$ cat src/rtl/writeback_stage.sv
// Writeback stage: aligns load data, selects the result and drives the register file.
// Loads without an acknowledge park the pipe in WAIT until memory answers.
module writeback_stage (
    input  logic        clk,
    input  logic        async_rst_n,
    input  logic        clk_en,
    input  logic [19:0] inst_u_imm_in,
    input  logic [2:0]  inst_fn3_in,
    input  logic [4:0]  rd_addr_in,
    input  logic [2:0]  ctr_in,
    input  logic [31:0] alu_in,
    input  logic [29:0] inc_pc_in,
    input  logic [31:0] mem_data_in,
    input  logic        mem_ack,
    output logic        stall,
    output logic        rf_we,
    output logic [4:0]  rf_waddr,
    output logic [31:0] rf_wdata,
    output logic [31:0] retire_count
);

    typedef enum logic {
        S_RUN  = 1'b0,
        S_WAIT = 1'b1
    } state_t;

    state_t      r_state;
    logic [4:0]  r_rd;
    logic [2:0]  r_fn3;
    logic [1:0]  r_off;
    logic        r_we;
    logic [4:0]  r_waddr;
    logic [31:0] r_wdata;
    logic [31:0] r_retire_count;

    logic        w_is_load;
    logic [2:0]  w_ld_fn3;
    logic [1:0]  w_ld_off;
    logic [7:0]  w_byte [4];
    logic [7:0]  w_b_sel;
    logic [15:0] w_h_sel;
    logic [31:0] w_ld_data;
    logic [31:0] w_nl_data;
    logic        w_done;
    logic [4:0]  w_dst;
    logic [31:0] w_data;
    logic        w_stall;
    logic        w_write;

    assign w_is_load = ctr_in[0];

    // In WAIT the instruction has left the inputs; only the captured fields apply.
    assign w_ld_fn3 = (r_state == S_WAIT) ? r_fn3 : inst_fn3_in;
    assign w_ld_off = (r_state == S_WAIT) ? r_off : alu_in[1:0];

    // Big-endian lanes: offset 0 lives in the top byte.
    assign w_byte[0] = mem_data_in[31:24];
    assign w_byte[1] = mem_data_in[23:16];
    assign w_byte[2] = mem_data_in[15:8];
    assign w_byte[3] = mem_data_in[7:0];

    assign w_b_sel = w_byte[w_ld_off];
    assign w_h_sel = w_ld_off[1] ? {w_byte[3], w_byte[2]}
                                 : {w_byte[1], w_byte[0]};

    always_comb begin
        w_ld_data = 32'h0;
        case (w_ld_fn3)
            3'd0:    w_ld_data = {{24{w_b_sel[7]}}, w_b_sel};
            3'd4:    w_ld_data = {24'h0, w_b_sel};
            3'd1:    w_ld_data = {{16{w_h_sel[15]}}, w_h_sel};
            3'd5:    w_ld_data = {16'h0, w_h_sel};
            3'd2:    w_ld_data = {w_byte[3], w_byte[2],
                                  w_byte[1], w_byte[0]};
            default: w_ld_data = 32'h0;
        endcase
    end

    always_comb begin
        w_nl_data = 32'h0;
        case (ctr_in[2:1])
            2'b01:   w_nl_data = alu_in;
            2'b10:   w_nl_data = {inc_pc_in, 2'b00};
            2'b11:   w_nl_data = {inst_u_imm_in, 12'h000};
            default: w_nl_data = 32'h0;
        endcase
    end

    always_comb begin
        w_done  = 1'b0;
        w_dst   = rd_addr_in;
        w_data  = w_nl_data;
        w_stall = 1'b0;
        unique case (r_state)
            S_WAIT: begin
                w_done  = mem_ack;
                w_dst   = r_rd;
                w_data  = w_ld_data;
                w_stall = !mem_ack;
            end
            S_RUN: begin
                if (w_is_load) begin
                    w_done  = mem_ack;
                    w_data  = w_ld_data;
                    w_stall = !mem_ack;
                end else begin
                    w_done  = (ctr_in[2:1] != 2'b00);
                end
            end
        endcase
    end

    assign w_write = w_done && (w_dst != 5'd0);

    // Reset forces the hold request low even if a missing load is presented.
    assign stall = async_rst_n & w_stall;

    always_ff @(posedge clk or negedge async_rst_n) begin
        if (!async_rst_n) begin
            r_state        <= S_RUN;
            r_rd           <= 5'd0;
            r_fn3          <= 3'd0;
            r_off          <= 2'd0;
            r_we           <= 1'b0;
            r_waddr        <= 5'd0;
            r_wdata        <= 32'h0;
            r_retire_count <= 32'h0;
        end else if (clk_en) begin
            r_we <= w_write;
            if (w_write) begin
                r_waddr <= w_dst;
                r_wdata <= w_data;
            end
            if (w_done) begin
                r_retire_count <= r_retire_count + 32'd1;
            end
            unique case (r_state)
                S_RUN: begin
                    if (w_is_load && !mem_ack) begin
                        r_state <= S_WAIT;
                        r_rd    <= rd_addr_in;
                        r_fn3   <= inst_fn3_in;
                        r_off   <= alu_in[1:0];
                    end
                end
                S_WAIT: begin
                    if (mem_ack) begin
                        r_state <= S_RUN;
                    end
                end
            endcase
        end
    end

    assign rf_we        = r_we;
    assign rf_waddr     = r_waddr;
    assign rf_wdata     = r_wdata;
    assign retire_count = r_retire_count;

endmodule

$ cat config.mk
export PLATFORM = sky130hd
export DESIGN_NAME = writeback_stage
export DESIGN_NICKNAME = d
export VERILOG_FILES = /design/src/rtl/writeback_stage.sv
export SDC_FILE = /design/constraint.sdc
export NUM_CORES = 1
export LEC_CHECK = 0
export ABC_AREA = 1
export CORE_MARGIN = 2
export CORE_UTILIZATION = 50
export CTS_CLUSTER_DIAMETER = 60
export DETAILED_ROUTE_END_ITERATION = 12
export GPL_TIMING_DRIVEN = 0
export PLACE_DENSITY_LB_ADDON = 0.1
export SYNTH_ARGS = -nofsm -noshare
export SYNTH_HDL_FRONTEND = slang
export SYNTH_SLANG_ARGS = --single-unit
$ cat constraint.sdc
create_clock -name clk -period 3 [get_ports clk]
set_input_delay 0.75 -clock clk [delete_from_list [all_inputs] [get_ports clk]]
set_output_delay 0.75 -clock clk [all_outputs]
set_load 0.01 [all_outputs]
-- Word-level counts from Yosys, hierarchy flattened
Index checks and enable logic that the tools add are counted.
- flip-flop bits (word level): 81
- add/sub/neg operators: 1
- order comparisons: 1
- equality and inequality tests: 7
- mux-type cells: 18
- bitwise operators: 3
- reductions and logical operators: 9
- operator list (cell ; number):
    $pmux W32 S5 ; 1
    $pmux W32 S3 ; 1
    $pmux W32 S2 ; 1
    $add A32 B1 Y32 const B ; 1
    $mux W32 ; 1
    $bmux W8 S2 ; 1
    $mux W16 ; 1
    $mux W8 ; 2
    $eq A3 B3 Y1 const B ; 2
    $pmux W1 S2 ; 3
    $mux W5 ; 1
    $reduce_bool A5 Y1 ; 1
    $eq A2 B2 Y1 const B ; 2
    $mux W1 ; 4
    $reduce_and A2 Y1 ; 2
    $eq A3 B1 Y1 const B ; 1
    $eq A3 B2 Y1 const B ; 1
    $ge A3 B3 Y1 const B ; 1
    $logic_not A3 Y1 ; 1
    $mux W3 ; 1
    $not A2 Y3 ; 1
    $reduce_and A3 Y1 ; 1
    $eq A2 B1 Y1 const B ; 1
    $logic_and A1 B1 Y1 ; 2
    other kinds (5) ; 5

-- Depth between registers and ports, before layout
- word-level depth: 8
- gate-level depth with buffers: 13
- depth with buffers taken out: 10

-- Least setup slack after synthesis
Ideal clock, no wire load.
- path type: input port to flip-flop
- start: input ctr_in[0]
- end: register r_wdata[29], in the netlist rf_wdata[29]
- setup time: 0.120 ns
- data arrival time: 1.833 ns
- required time: 2.880 ns
- setup slack: 1.047 ns
- stages: 10
- buffers on the path: 2
- cell sequence: nor2_2 inv_2 nor2_2 nand2_1 nand2_1 nand2_2 buf_6 buf_4 nor2_1 a21oi_2
- longest elaborated chain between the ends: 4
- ends and longest elaborated chain (what ; line ; source):
    start, declared ; 10 ; input logic [2:0] ctr_in,
    $mux W1 ; 102 ; if (w_is_load) begin
    $pmux W1 S2 ; 94 ; unique case (r_state)
    $logic_and A1 B1 Y1 ; 113 ; assign w_write = w_done && (w_dst != 5'd0);
    $reduce_and A2 Y1 (no line) ; n/a ;
    end signal, assigned ; 132 ; r_wdata <= w_data;
    end, declared ; 33 ; logic [31:0] r_wdata;
Parallel ways exist; a longest one is shown, timed or not.
A chain may end at the register's enable or synchronous reset.

-- Worst setup path in the final report
- start: input mem_ack
- end: output stall
- longest elaborated chain between the ends: 4
- ends and longest elaborated chain (what ; line ; source):
    start, declared ; 14 ; input logic mem_ack,
    $logic_not A1 Y1 * ; 99, 105 ;
    $mux W1 ; 102 ;
    $pmux W1 S2 * ; 94 ;
    $and A1 B1 Y1 * ; 116 ; assign stall = async_rst_n & w_stall;
    end, declared ; 15 ; output logic stall,
Mark *: on every way between the ends. The rest lies on a longest branch, timed or not.

==> implementation parameters <==
Parameter                              Value

Outcome
  Outcome ... completed

Clock tree
  Post-CTS Hold Buffers ... 0
  Total CTS buffers ... 9
  Maximum level of the CTS H-tree ... 3
  Clock latency of the later-clocked register in the worst-skew pair ... 350 ps
  Clk slew on worst S/H paths ... roughly 60 ps
  Longest Clk Path Bufs ... 2
  Post-CTS Setup Repair Bufs ... 0
  Clock sink total ... 81
  TritonCTS clock tree ... done
  Number of gates resized after CTS ... 0
  Root cell of the clock tree ... sky130_fd_sc_hd__clkbuf_16

STA
  Setup slack of the critical path after layout ... about 240 ps
  Final setup fails ... 0
  RSZ-0062 raised after global routing ... no
  Max-slew violation count ... 0
  Actual transition at the worst max-transition pin ... 623 ps
  Clock tree skew after final layout ... 9.06 ps
  Remaining max-slew budget at the tightest pin ... 0.581
  Final hold vios ... 0
  Final worst path period share ... 0.921
  Final period demand of the worst path ... between 2000 and 3000 ps
  Maximum clock rate ... about 360 MHz

Synth
  Total number of yosys warnings ... 0
  Share of the yosys chip area belonging to registers ... 0.342
  Post-synthesis cell area ... 5920 sq um
  Gate count of the mapped netlist ... between 900 and 1000
  Seq cells post-synth ... 81
  Avg Synthesized Cell Area ... roughly 6.1 sq um
  Synth unique cells ... 30
  Net count of the mapped netlist ... between 1000 and 1500

Die
  IO Count ... 200
  Core Box Area ... ~11000 sq um
  Area of the die ... 12700 sq um
  Row count ... 39
  X dimension of the die ... 113 microns
  Starting density of the core ... 0.517
  Die Height ... 113 microns

Finish
  Net count reported at finish ... roughly 1300
  Layout fillers ... 976
  Share of final-layout standard cells stronger than drive strength 1 ... 0.0613
  Flip-flop and latch area ... ~2000 sq um
  Synth-to-Final Area Change ... 42.6%
  Final core utilization ... 0.736
  Final standard cell count with taps included and fillers excluded ... 1333
  Multi-input gate area in the final layout ... 3290 sq um
  Number of diodes added for antenna fixing ... 0

Worst setup path
  Largest stage delay on the critical path ... 540 ps
  WP data required ... about 2300 ps
  Cell with the most instances on the worst path ... sky130_fd_sc_hd__clkdlybuf4s50_1
  Type of element capturing the critical path ... primary output
  Reg-to-reg setup timing slack ... 770 ps
  Nature of the critical path startpoint ... primary input
  Highest-delay cell along the critical path ... sky130_fd_sc_hd__clkdlybuf4s50_1
  Reg-to-reg critical path endpoint ... retire_count[28]
  Crit Path Class ... primary input to primary output
  Worst reg-to-reg path cell count ... 10
  Worst-path cell chain ... clkdlybuf4s50_1 -> inv_1 -> nand2_1 -> nor2_1 -> clkdlybuf4s50_1
  Launch instance of the worst register-to-register path ... retire_count[0]
  CP arrival ... 2010 ps
  Crit path max fanout ... 3

Route
  Routed WL ... 19000 microns
  Overall via count from detail_route ... a little under 7000
  Post-DRT Antenna Nets ... 0
  Drt wl/cell ... 14.3 microns
  Detailed-route vias per instance ... between 5 and 6
  Number of violations reported at the end of detailed-routing iteration 0 ... 391
  Number of detailed-route iterations in the first pass ... 5
  Number of remaining DRC errors ... 0

Placement
  Worst setup slack before clock tree synthesis ... 60.9 ps
  Number of buffers added on ports ... 199
  Final weighted congestion of routability-driven global placement ... 0.976
  Cells after DPL ... 1317
  Detailed Place HPWL ... 14500 microns

GRT
  Largest net degree at the start of global routing ... 56
  GRT Resource Usage Total ... 0.298
  Number of global-route vias before repair ... 6347
  Wire length of the first global-routing pass ... 30600 microns
  Initial antenna violation count ... 0
  GRT overflow ... 0

Power and ir drop
  Switching part of the total power ... 0.362
  Design Power ... 0.00479 W
  Relative contribution of combinational cells to total power ... 0.401
  Clk network pwr share ... 0.257
  Worst voltage drop across the vdd grid ... roughly 0.43 mV
  Switching power ... 0.00173 W
  Proportion of power drawn by flip-flops and latches ... 0.342
  Internal portion of total power ... 0.00306 W
  Cell leakage power ... between 4 and 5 nW
  P per Cell Area ... 567 nW/um^2

Run
  Number of violations of the max-capacitance limit ... 0

Hold path
  HP Class ... primary input to asynchronous set/reset pin
worst max path at each step:
stage | start | to | slack [ps] | cells after the start
after floorplan | ctr_in[0] | rf_wdata[29] | 1050 | 10
after global placement | async_rst_n | stall | -2560 | 4
after detailed placement | ctr_in[0] | rf_wdata[27] | 60 | 11
after CTS | ctr_in[0] | stall | 230 | 4
after global routing | ctr_in[0] | stall | 150 | 4
final | mem_ack | stall | 240 | 5
routing by layer:
layer | global-route usage | vias to the layer above | part of all wire
met5 | 0 | - | 0
met4 | 0.111 | 0 | 0.023
met3 | 0.0418 | 27 | 0.058
met2 | 0.529 | 250 | 0.50
met1 | 0.369 | 3115 | 0.42
li1 | - | 3413 | -
cells by family (layout without fill, tap and decap cells):
group,count (synthesis),after routing,synth area share
fa+ha+maj,1,1,0.00211
xor+xnor,17,17,0.0251
compound gates,82,82,0.0756
flops,81,81,0.342
simple gates,653,653,0.453
buf+inv,140,356,0.102
through the flow:
stage / hold WS, ps / setup TNS, ps / area (sq um)
final: 325 / 0 / 8450
after global placement: 463 / -146070 / 8090
after detailed placement: 466 / 0 / 8120
after global routing: 349 / 0 / 8450
after floorplan: 453 / 0 / 5920
after CTS: 335 / 0 / 8450
cell usage after synthesis:
cell,n,area share
sky130_fd_sc_hd__nand2_1,376,0.24
sky130_fd_sc_hd__ha_1,1,0.0021
sky130_fd_sc_hd__nand2_4,3,0.0057
sky130_fd_sc_hd__inv_4,1,0.0011
sky130_fd_sc_hd__clkbuf_1,16,0.010
sky130_fd_sc_hd__o21ai_0,36,0.030
sky130_fd_sc_hd__nand2_2,11,0.012
sky130_fd_sc_hd__dfrtp_1,81,0.34
sky130_fd_sc_hd__a21oi_2,7,0.010
sky130_fd_sc_hd__xor2_1,10,0.015
sky130_fd_sc_hd__buf_2,11,0.0093
sky130_fd_sc_hd__nand3_2,1,0.0017
sky130_fd_sc_hd__nand3b_1,9,0.011
sky130_fd_sc_hd__nor2_4,1,0.0019
sky130_fd_sc_hd__inv_1,98,0.062
sky130_fd_sc_hd__nor2_2,4,0.0042
sky130_fd_sc_hd__nand4_1,8,0.0084
sky130_fd_sc_hd__o21ai_1,2,0.0017
sky130_fd_sc_hd__xnor2_1,7,0.010
sky130_fd_sc_hd__buf_8,1,0.0025
sky130_fd_sc_hd__inv_2,3,0.0019
sky130_fd_sc_hd__a21oi_1,36,0.030
sky130_fd_sc_hd__nor2_1,170,0.11
sky130_fd_sc_hd__a21oi_4,1,0.0027
sky130_fd_sc_hd__buf_4,6,0.0076
sky130_fd_sc_hd__nand3_4,1,0.0030
sky130_fd_sc_hd__nand3_1,60,0.051
sky130_fd_sc_hd__nor3_1,8,0.0068
sky130_fd_sc_hd__buf_6,4,0.0076
sky130_fd_sc_hd__nor3b_1,1,0.0013
power by group through the flow:
stage / Combinational (W) / Sequential, W / Clock (W)
after CTS: 0.00192 / 0.00163 / 0.00125
after floorplan: 0.000840 / 0.00172 / 0
final: 0.00192 / 0.00164 / 0.00123
after global routing: 0.00210 / 0.00167 / 0.00129
after global placement: 0.00187 / 0.00164 / 0
after detailed placement: 0.00191 / 0.00164 / 0
flip-flops by register name (all words and copies together), names as in the netlist:
name and cells:
retire_count 32, r_off 2, rf_waddr 5, r_fn3 3, r_state 1, rf_wdata 32
r_rd 5, rf_we 1
area by class of cell:
| class | instances | share of cell area |
|---|---|---|
| repair buffers | 200 | 0.239 |
| inverters | 102 | 0.0456 |
| clock inverters | 7 | 0.0120 |
| clock buffers | 9 | 0.0267 |
| multi-input cells | 753 | 0.390 |
| well taps | 143 | 0.0212 |
| plain buffers | 38 | 0.0261 |
| flip-flops and latches | 81 | 0.240 |
placed cells by master (no fill, tap or decap), drive strengths merged:
cell type | synthesis | final
a21oi | 44 | 44
buf | 22 | 24
bufinv | 0 | 2
clkbuf | 16 | 25
clkdlybuf4s50 | 0 | 198
clkinv | 0 | 1
clkinvlp | 0 | 2
dfrtp | 81 | 81
ha | 1 | 1
inv | 102 | 104
nand2 | 390 | 390
nand3 | 62 | 62
nand3b | 9 | 9
nand4 | 8 | 8
nor2 | 175 | 175
nor3 | 8 | 8
nor3b | 1 | 1
o21ai | 38 | 38
xnor2 | 7 | 7
xor2 | 10 | 10
worst max-delay path: cells and delay by family:
family	cells	cell delay, ps
buffers and inverters	3	1110
AND/OR/NAND/NOR	2	140
Power figures use the tool's default switching activity.
==> RTL edit 1, RTL diff (config.mk and constraints unchanged) <==
Register the output `retire_count` once more, with the module's reset; this adds one clock of latency there. The other outputs are not delayed to match.
--- a/src/rtl/writeback_stage.sv
+++ b/src/rtl/writeback_stage.sv
@@ -155,7 +155,13 @@
     assign rf_we        = r_we;
     assign rf_waddr     = r_waddr;
     assign rf_wdata     = r_wdata;
-    assign retire_count = r_retire_count;
+    always_ff @(posedge clk or negedge async_rst_n) begin
+        if (!async_rst_n) begin
+            retire_count <= '0;
+        end else begin
+            retire_count <= r_retire_count;
+        end
+    end
 
 endmodule
 
Formal check against the unedited RTL: not equivalent (Yosys sat finds a counterexample within 4 cycles, from zero or initial values and one cycle with async_rst_n low).
==> RTL edit 1 against the unedited design <==
  * Combinational power down 14%
  * Worst setup slack better by 0.20 ns
  * Total power up 16%
  * Die area up 7.8%
  * Design area up 9.2%
  * Sequential cell count up 32
  * First-iteration DRC count up 27%
  * Critical path depth up 1
  * Utilization down 0.24 points
  * Routed wire length up 4.1%
  * Synthesized area up 8.0%
  * Sequential share of layout area up 6.6 points
  * Largest power group is now registers
  * Global-route usage down 0.76 points
  * Clock skew down 0.0045 ns
==> RTL edit 1: results (changes against the unedited design) <==
Starting DRT DRC Count 496 (+27%); Tot GR Track Use 0.291 (-0.00759); leakage power 0.00449 uW (+8.3%); sequential area share after synthesis 0.442 (+0.0996); crit-path max cell delay 0.52 ns (-0.02 ns); ranking of synthesized cells by area dfrtp_1 44%, nand2_1 20%, nor2_1 8.9%; HP Class in -> async; Num CTS Buffers 17 (+8); nets@finish 1270 (-3.4%); CP arrival 1.82 ns (-0.19 ns); largest net degree at the start of global routing 67 (+20%); Netlist cell types 33 (+10%); top cells by count, synth 334 x nand2_1, 152 x nor2_1, 113 x dfrtp_1, 79 x inv_1; H-Tree Depth 4 (+1); sw frac 0.320 (-0.0414); DP Area 8630 um^2 (+6.3%); ratio of cells with drive above 1 in the final layout 0.0685 (+0.00717); syn_nets 1050 (-4.9%); DP HPWL 14.8 mm (+2.2%); Hold Worst Slack 0.223 ns (-0.102 ns); reg-to-reg slack, setup 0.84 ns (+0.07 ns); DR pass1 iterations 6 (+1); initial antenna violation count 0 (unchanged); Slew HR 0.602 (+0.0204); GP Congestion 0.925 (-5.3%); first-pass GRT wire length 30.5 mm (-0.38%); vias in the first global route 6328 (-0.30%); via count 6660 (-2.1%); share of the synthesized area in the top cell type 0.442 (+0.0996); crit-path leading delay family buffers and inverters; final clock skew 0.00458 ns (-0.00447 ns); Worst-Skew Late Latency 0.41 ns (+0.06 ns); VDD IR max 0.000424 V (-1.3%); overall power 5550 uW (+16%); outcome complete, no violations
[RTL edit 1: cell types whose count changed after synthesis, sizes merged, moves of 3 or more]
cell / change
dfrtp: +32
inv: -19
xor2: +9
nand3: -16
nand3b: -8
nor3: +6
nand2: -49
nor2: -19
o21ai: +3
[RTL edit 1: layer usage]
layer  part of all wire  track usage  up-vias
li1                   -            -     3294
met1               0.40        0.341     3082
met2               0.51        0.516      235
met3              0.066       0.0654       49
met4              0.029        0.119        0
met5                  0            0        -
[RTL edit 1: through the flow]
stage               setup WS (ns)  cells
CTS                        0.0454   1324
floorplan                    1.14    920
detailed placement         -0.181   1292
global placement            -3.54   1291
finish                      0.433   1325
global route                0.350   1325
[RTL edit 1: timing repair]
action	CTS	global route
endpoints found under the setup margin	1	1
gates cloned	0	1
gates resized for setup	4	1
[RTL edit 1: power by group through the flow]
stage / Clock [uW] / Combinational, uW / Sequential, uW
global route: 1980 / 1820 / 2050
CTS: 1900 / 1660 / 2010
floorplan: 0 / 708 / 2100
finish: 1880 / 1660 / 2010
detailed placement: 0 / 1650 / 2030
global placement: 0 / 1620 / 2020
[RTL edit 1: final timing paths]
path / start / to
max: ctr_in[0] / stall
min: async_rst_n / rf_wdata[3]$_DFFE_PN0P_
max reg2reg: r_state$_DFFE_PN0P_ / rf_wdata[27]$_DFFE_PN0P_
min reg2reg: r_retire_count[15]$_DFFE_PN0P_ / retire_count[15]$_DFF_PN0_
max in group asynchronous: async_rst_n / retire_count[10]$_DFF_PN0_
min in group clk: r_retire_count[15]$_DFFE_PN0P_ / retire_count[15]$_DFF_PN0_
[RTL edit 1: layout make-up]
| class | count | area [um^2] |
|---|---|---|
| Inverter | 83 | 312 |
| Multi-Input combinational cell | 688 | 3070 |
| Clock inverter | 13 | 111 |
| Clock buffer | 19 | 443 |
| Fill cell | 1034 | 3340 |
| Tap cell | 172 | 215 |
| Timing Repair Buffer | 201 | 2050 |
| Sequential cell | 113 | 2830 |
| Buffer | 36 | 199 |
[RTL edit 1: kinds of logic (layout without fill, tap and decap cells)]
group,after synthesis,in the layout,synth area share
flops,113,113,0.442
xor+xnor,28,28,0.0383
simple gates,571,571,0.362
buf+inv,119,352,0.0798
compound gates,88,88,0.0757
fa+ha+maj,1,1,0.00195
==> RTL edit 2, RTL diff (same settings) <==
Made on the original files. Reset style: synchronous (`async_rst_n`), changed in one clocked block.
--- a/src/rtl/writeback_stage.sv
+++ b/src/rtl/writeback_stage.sv
@@ -115,7 +115,7 @@
     // Reset forces the hold request low even if a missing load is presented.
     assign stall = async_rst_n & w_stall;
 
-    always_ff @(posedge clk or negedge async_rst_n) begin
+    always_ff @(posedge clk) begin
         if (!async_rst_n) begin
             r_state        <= S_RUN;
             r_rd           <= 5'd0;
Behaviour: differs if async_rst_n is asserted again (counterexample within 4 cycles, from zero or initial values and one cycle with async_rst_n low); with async_rst_n held inactive, the same outputs for 4 cycles.
==> RTL edit 2 against the unedited design <==
  * Count of clock-buffer cells in the layout up 2
  * Highest routed layer unchanged
  * Critical path type unchanged
  * Synthesized area decreased by 2.6%
  * Sequential cell count unchanged
  * Design area decreased by 2.1%
  * Worst setup slack worse by 0.082 ns
  * Global-route usage rose by 0.37 points
  * Register-to-register slack improved by 0.38 ns
  * Final cell count up 3.2%
  * Routed wire length decreased by 0.95%
Power is not compared: it rests on default switching activity, and its combinational part moved more than twofold at a synthesized area within 25%.
==> RTL edit 2: results (changes against the unedited design) <==
outcome complete, no violations; Reg-to-Reg End rf_wdata[29]$_SDFFE_PN0P_; largest net degree at the start of global routing 14 (-75%); Reg-to-Reg Start r_state$_SDFFE_PN0P_; complex-gate fraction of the synthesized area 0.105 (+0.0296); first-pass GRT wire length 30.6 mm (about the same); vias in the first global route 6637 (+4.6%); CP arrival 2.09 ns (+0.08 ns); Async S/R FF share, synth 0 (-1.00); Worst R2R Path Depth 11 (+1); sequential area share after synthesis 0.281 (-0.0610); Starting DRT DRC Count 468 (+20%); number of vias per cell 5.11 (+0.16%); FILL cells 1022 (+4.7%); worst-path maximum fanout 10 (+7); reg-to-reg slack, setup 1.15 ns (+0.38 ns); setup ws final 0.155 ns (-0.0819 ns); final WL 18.8 mm (-0.95%); DP HPWL 15.0 mm (+3.6%); Slew HR 0.589 (+0.00807); ratio of cells with drive above 1 in the final layout 0.0600 (-0.00133); DP Area 7940 um^2 (-2.2%); HP Class reg -> reg; Cells after Synth 1019 (+4.6%); via count 7036 (+3.4%); Netlist cell types 34 (+13%); GP Congestion 0.975 (-0.13%); CP Launch Point async_rst_n; syn_nets 1149 (+4.1%); Tot GR Track Use 0.302 (+0.00369)
RTL edit 2: changes by cell type in the layout (fill, tap and decap cells not counted), sizes merged, moves of 12 or more:
cell and change:
nand2 +50, nor2 -58, dfxtp +81, nand3b +12
a21oi +39, dfrtp -81
RTL edit 2: cell type report:
cell class	count	area share
timing repair buffer	199	0.241
tap	143	0.0216
buffer	46	0.0324
inverter	108	0.0496
clock inverter	4	0.00923
multi-input combinational	784	0.420
clock buffer	11	0.0294
sequential	81	0.196
RTL edit 2: cells by family after synthesis:
logic type | after synthesis
xor gates and xnor gates | 7
adders and majority gates | 1
DFF | 81
buffers and inverters | 154
AOI/OAI and AO/OA | 113
and+or+nand+nor | 663
RTL edit 2: power by group:
part | total [uW] | leakage (uW) | switching, uW | internal (uW)
logic | 826 | 0.00280 | 431 | 395
registers | 1160 | 0.000662 | 30.7 | 1130
clock network | 1210 | 0.000152 | 460 | 751
RTL edit 2: what timing repair did:
action                     in CTS  in global routing
hold buffers                    0                  0
resized for setup               5                  1
setup endpoints to repair       1                  1
RTL edit 2: worst max-delay path by stage:
stage,end
2_1_floorplan,stall
3_3_place_gp,stall
3_5_place_dp,stall
4_1_cts,stall
5_1_grt,stall
6_report,stall
RTL edit 2: through the flow:
stage | util | hold slack [ns]
floorplan | - | 0.424
global placement | 0.701 | 0.435
detailed placement | 0.701 | 0.440
CTS | 0.730 | 0.448
global route | 0.730 | 0.460
finish | 0.730 | 0.447
RTL edit 2: worst max-delay path, stage by stage:
cell and delay (ns):
dlygate4sd2_1 0.34, clkinv_4 0.14, clkbuf_4 0.22, nor2_1 0.11, clkdlybuf4s50_1 0.54
RTL edit 2: routing by layer:
metal | track usage | vias up | part of all wire
met5 | 0 | - | 0
met3 | 0.0664 | 47 | 0.071
met2 | 0.537 | 299 | 0.49
li1 | - | 3572 | -
met1 | 0.349 | 3118 | 0.40
met4 | 0.132 | 0 | 0.036
